`src/rtl/pos_embd_pkg.sv`:
```
// rtl/pos_embd_pkg.sv - shared constants, types and FSM states for the positional-embedding sequencer
//
// Purpose : default geometry of the embedding ROM plus the position/length
//           typedefs and the sequencer state enum.
// Ports   : none (package).
package pos_embd_pkg;

   localparam int N_POS  = 16;
   localparam int N_EMBD = 8;
   localparam int POS_W  = $clog2(N_POS);
   localparam int LEN_W  = POS_W + 1;

   typedef logic [POS_W-1:0] pos_t;
   typedef logic [LEN_W-1:0] len_t;

   typedef enum logic [1:0] {
      ST_IDLE   = 2'd0,
      ST_STREAM = 2'd1,
      ST_DONE   = 2'd2
   } state_t;

endpackage

```
`src/rtl/pos_embd_sequencer.sv`:
```
// rtl/pos_embd_sequencer.sv - streams positional-embedding vectors 0..seq_len-1 from an external ROM
//
// Purpose : on start, reads positions 0..eff_len-1 from a 1-cycle-latency ROM
//           and presents them as a valid/ready stream, one beat per cycle.
// Ports   : clk, rst            - clock, asynchronous active-high reset
//           start, seq_len      - sequence request (sampled only when idle)
//           busy, done          - activity flag, one-cycle completion pulse
//           rom_pos, rom_data   - ROM address (combinational) and read data
//           out_valid/out_ready - beat handshake
//           out_data, out_pos   - embedding vector and its position
//           out_last            - marks the final beat of the sequence
module pos_embd_sequencer #(
   parameter int N_POS  = pos_embd_pkg::N_POS,
   parameter int N_EMBD = pos_embd_pkg::N_EMBD
) (
   input  logic                       clk,
   input  logic                       rst,
   input  logic                       start,
   input  logic [$clog2(N_POS):0]     seq_len,
   output logic                       busy,
   output logic                       done,
   output logic [$clog2(N_POS)-1:0]   rom_pos,
   input  logic [N_EMBD*8-1:0]        rom_data,
   output logic                       out_valid,
   input  logic                       out_ready,
   output logic [N_EMBD*8-1:0]        out_data,
   output logic [$clog2(N_POS)-1:0]   out_pos,
   output logic                       out_last
);

   import pos_embd_pkg::*;

   localparam int PW = $clog2(N_POS);
   localparam int LW = PW + 1;
   localparam logic [LW-1:0] N_POS_L = LW'(N_POS);

   state_t          state_q, state_d;
   logic [PW-1:0]   pos_q, pos_d;
   logic [LW-1:0]   len_q, len_d;
   logic [LW-1:0]   eff_len;
   logic            at_last;
   logic            handshake;

   // Oversized requests are silently clamped to the ROM depth.
   assign eff_len   = (seq_len > N_POS_L) ? N_POS_L : seq_len;
   assign at_last   = ({1'b0, pos_q} == (len_q - 1'b1));
   assign handshake = (state_q == ST_STREAM) && out_ready;

   always_ff @(posedge clk or posedge rst) begin
      if (rst) begin
         state_q <= ST_IDLE;
         pos_q   <= '0;
         len_q   <= '0;
      end else begin
         state_q <= state_d;
         pos_q   <= pos_d;
         len_q   <= len_d;
      end
   end

   always_comb begin
      state_d = state_q;
      pos_d   = pos_q;
      len_d   = len_q;
      rom_pos = pos_q;
      case (state_q)
         ST_IDLE: begin
            // Address 0 is pre-read so beat 0 is ready the cycle after start.
            rom_pos = '0;
            if (start) begin
               len_d   = eff_len;
               pos_d   = '0;
               state_d = (eff_len == '0) ? ST_DONE : ST_STREAM;
            end
         end
         ST_STREAM: begin
            // On a handshake the ROM fetches the next beat; otherwise it
            // re-reads the held position so out_data stays stable.  The last
            // beat keeps the address on pos instead of stepping past the end.
            if (handshake) begin
               if (at_last) begin
                  state_d = ST_DONE;
               end else begin
                  pos_d   = pos_q + 1'b1;
                  rom_pos = pos_q + 1'b1;
               end
            end
         end
         ST_DONE: begin
            state_d = ST_IDLE;
            pos_d   = '0;
            len_d   = '0;
         end
         default: begin
            state_d = ST_IDLE;
            pos_d   = '0;
            len_d   = '0;
         end
      endcase
   end

   assign out_valid = (state_q == ST_STREAM);
   assign out_last  = out_valid && at_last;
   assign out_pos   = pos_q;
   assign out_data  = rom_data;
   assign busy      = (state_q != ST_IDLE);
   assign done      = (state_q == ST_DONE);

endmodule

```
`config.mk`:
```
export PLATFORM = sky130hd
export DESIGN_NAME = pos_embd_sequencer
export DESIGN_NICKNAME = d
export VERILOG_FILES = /design/src/rtl/pos_embd_pkg.sv /design/src/rtl/pos_embd_sequencer.sv
export SDC_FILE = /design/constraint.sdc
export NUM_CORES = 1
export LEC_CHECK = 0
export ABC_AREA = 1
export BUFFER_PORTS_ARGS = -buffer_cell sky130_fd_sc_hd__buf_2
export CAP_MARGIN = 20
export CORE_MARGIN = 1.5
export CORE_UTILIZATION = 30
export DETAILED_ROUTE_END_ITERATION = 10
export PLACE_DENSITY = 0.77
export SYNTH_ARGS = -nofsm -noshare
export SYNTH_HDL_FRONTEND = slang
export SYNTH_SLANG_ARGS = --single-unit
```
`constraint.sdc`:
```
create_clock -name clk -period 4.11 [get_ports clk]
set_clock_uncertainty 0.1 [all_clocks]
set_input_delay 0.6165 -clock clk [delete_from_list [all_inputs] [get_ports clk]]
set_output_delay 0.6165 -clock clk [all_outputs]
set_load 0.01 [all_outputs]
```
==> flow_summary.ini <==
[clock_tree]
cts_resized = 0
clkLatencyLatePin_ps = 240
htreeDepth = 1
cts_buffer_depth = 2
cts_root_buf = clkbuf_8
ctsHoldBuffers = 0
cts.clk_slew.worst_paths_ps = 60
cts.sinks = 11
cts_made_buffers = 3
postCtsSetupRepairBufs = 0
cts_tree = done

[finish]
layout-drive-gt1-share_pct = 21.8
design_area_sq_um = 976
area_growth_pct = -22.3
fillers = 446
final_nets = 218
antenna_cells = 0

[status]
status = finished clean

[floorplan]
start_util_pct = 31.4
rows = 23
ios = 149
die_h_um = 67.7
core-area_sq_um = 4000
die-area_sq_um = 4580
die_w_um = 67.7

[yosys]
ys_types = 18
ys_async_sr_fraction_pct = 100
syn_nets = 258
yosysMostFrequentCell = buf_4
synth-seq-cells = 11
synth_commonest_cells = buf_4 (65), nand2_1 (46), inv_1 (15)
syn_area_sq_um = 1260
ys.flop_type = dfrtp_1
yosys.area.top_type = buf_4
syn_area_per_cell_sq_um = 6.86
synth_edf_count = 0
ys_top_cells_by_area = buf_4 (39%), dfrtp_1 (22%), nand2_1 (14%), inv_1 (4.5%), nand3_1 (4.4%)
synth.yosys.seq_area_share_pct = 21.9
synthCells = 183
yosysTopAreaCellShare_pct = 38.8
synth_warnings = 0

[detailed_routing]
drt_wl_total_um = 2190
wire_per_inst_um = 11.4
avgViaCountPerCell = 4.48
vias = 861
drtIter0Drc = 15
dr.pass1.iters = 4
drc = 0
postRouteAntennaNets = 0

[place]
gp_congestion = 0.781
place_area_sq_um = 931
dp_hpwl_um = 1720
io_buffers = 20

[sta]
hold_ws_ps = 265
hold_violations = 0
fin_crit_ps = 2630
slew_headroom_pct = 65.1
worst_slew_pin_slew_ps = 521
clock.fmax_mhz = 380
grt_setup_unrepaired = false
drv_slew = 0
fin_setup_tns_ps = 0
finalSetupViolations = 0
timing.final.crit_share_pct = 64.0

[global_routing]
grt_pass1_wl_um = 3450
grt_overflow = 0
antenna_found_initial = 0
grt_use_total_pct = 10.1
grt_max_degree = 12
grt_pass1_vias = 743

[setup_path]
crit_type = flop to output port
critPathMaxFanout = 9
required_ps = 3390
startpoint_type = flop
endpoint_kind = output port
r2r_slack_ps = 2380
worstPathArrival_ps = 1910

[power_and_ir_drop]
power_density_nw_per_um2 = 605
p_leak_nw = 0.566
ir_worst_vdd_mv = 0.234

[worst_hold_path]
hold_class = input port to asynchronous set/reset pin

[run]
drv_cap = 0
## path summary, 6_finish.rpt
kind	from	to	depth (start not counted)
worst max register to register	len_q[0]	out_pos[3]	12
min in group clk	len_q[1]	len_q[1]	2
max in group asynchronous	rst	len_q[3]	2
worst min register to register	len_q[1]	len_q[1]	2
worst min-delay path	rst	state_q[0]	2
worst max-delay path	len_q[0]	rom_pos[3]	13
## state kept, by name (all words and copies together) (netlist names)
| register | flops |
|---|---|
| out_pos | 4 |
| state_q | 2 |
| len_q | 5 |
## critical path: stages (launching register included)
cell     delay (ps)
dfrtp_1         380
inv_1           120
ha_1            260
nand2_1          70
inv_1            40
nor2_1           70
nand3_1          90
nor2_2          120
nand2_4         110
nand3_1          80
nand2_1          50
nand3_1          80
nand2_1          60
buf_2           140
## layout by cell type, fill, tap and decap left out, types with 2 or more instances in the layout
cell type | synthesis | routed
nor2_2 | 3 | 3
dfrtp_1 | 11 | 11
ha_1 | 2 | 2
clkbuf_8 | 0 | 3
nor2_1 | 13 | 13
nand2_4 | 2 | 2
nand3_1 | 11 | 11
o22ai_1 | 5 | 5
buf_2 | 0 | 20
nand4_1 | 3 | 3
inv_1 | 15 | 15
nand2_1 | 46 | 46
## layout make-up
cell class | count | area [sq um] | share of cell area (%)
clock buffer | 4 | 45.0 | 4.62
tap | 50 | 62.6 | 6.41
timing repair buffer | 20 | 100 | 10.3
inverter | 16 | 60.1 | 6.15
multi-input combinational | 91 | 433 | 44.4
sequential | 11 | 275 | 28.2
## report_power, final
part,internal [mW],switching [mW],leakage [nW]
combinational,0.111,0.189,0.397
clock,0.0685,0.0452,0.0228
sequential,0.142,0.0353,0.146
total,0.321,0.270,0.566
## cells by family after synthesis
family	Yosys count	synth area share, %
adder cells (fa/ha/maj)	2	1.99
flip-flops	11	21.9
buffers and inverters	81	43.6
AND/OR/NAND/NOR	80	28.1
AO/OA/AOI/OAI	9	4.38
## metal layers
metal  track usage [%]  vias up  part of all wire [%]
met2              15.0       28                    44
met4              9.69        0                   5.9
li1                  -      427                     -
met3              3.17       20                   8.2
met1              11.4      386                    42
met5                 0        -                     0
## per-stage QoR
step / util, % / std cells / setup slack, ps / total power, mW
final: 24.4 / 192 / 1480 / 0.591
after global routing: 24.4 / 192 / 1310 / 0.642
after CTS: 24.4 / 192 / 1470 / 0.596
after detailed placement: 23.3 / 188 / 1730 / 0.481
after global placement: 23.3 / 188 / 1780 / 0.475
after floorplan: - / 183 / 1900 / 0.460
(Power assumes the default switching activity.)
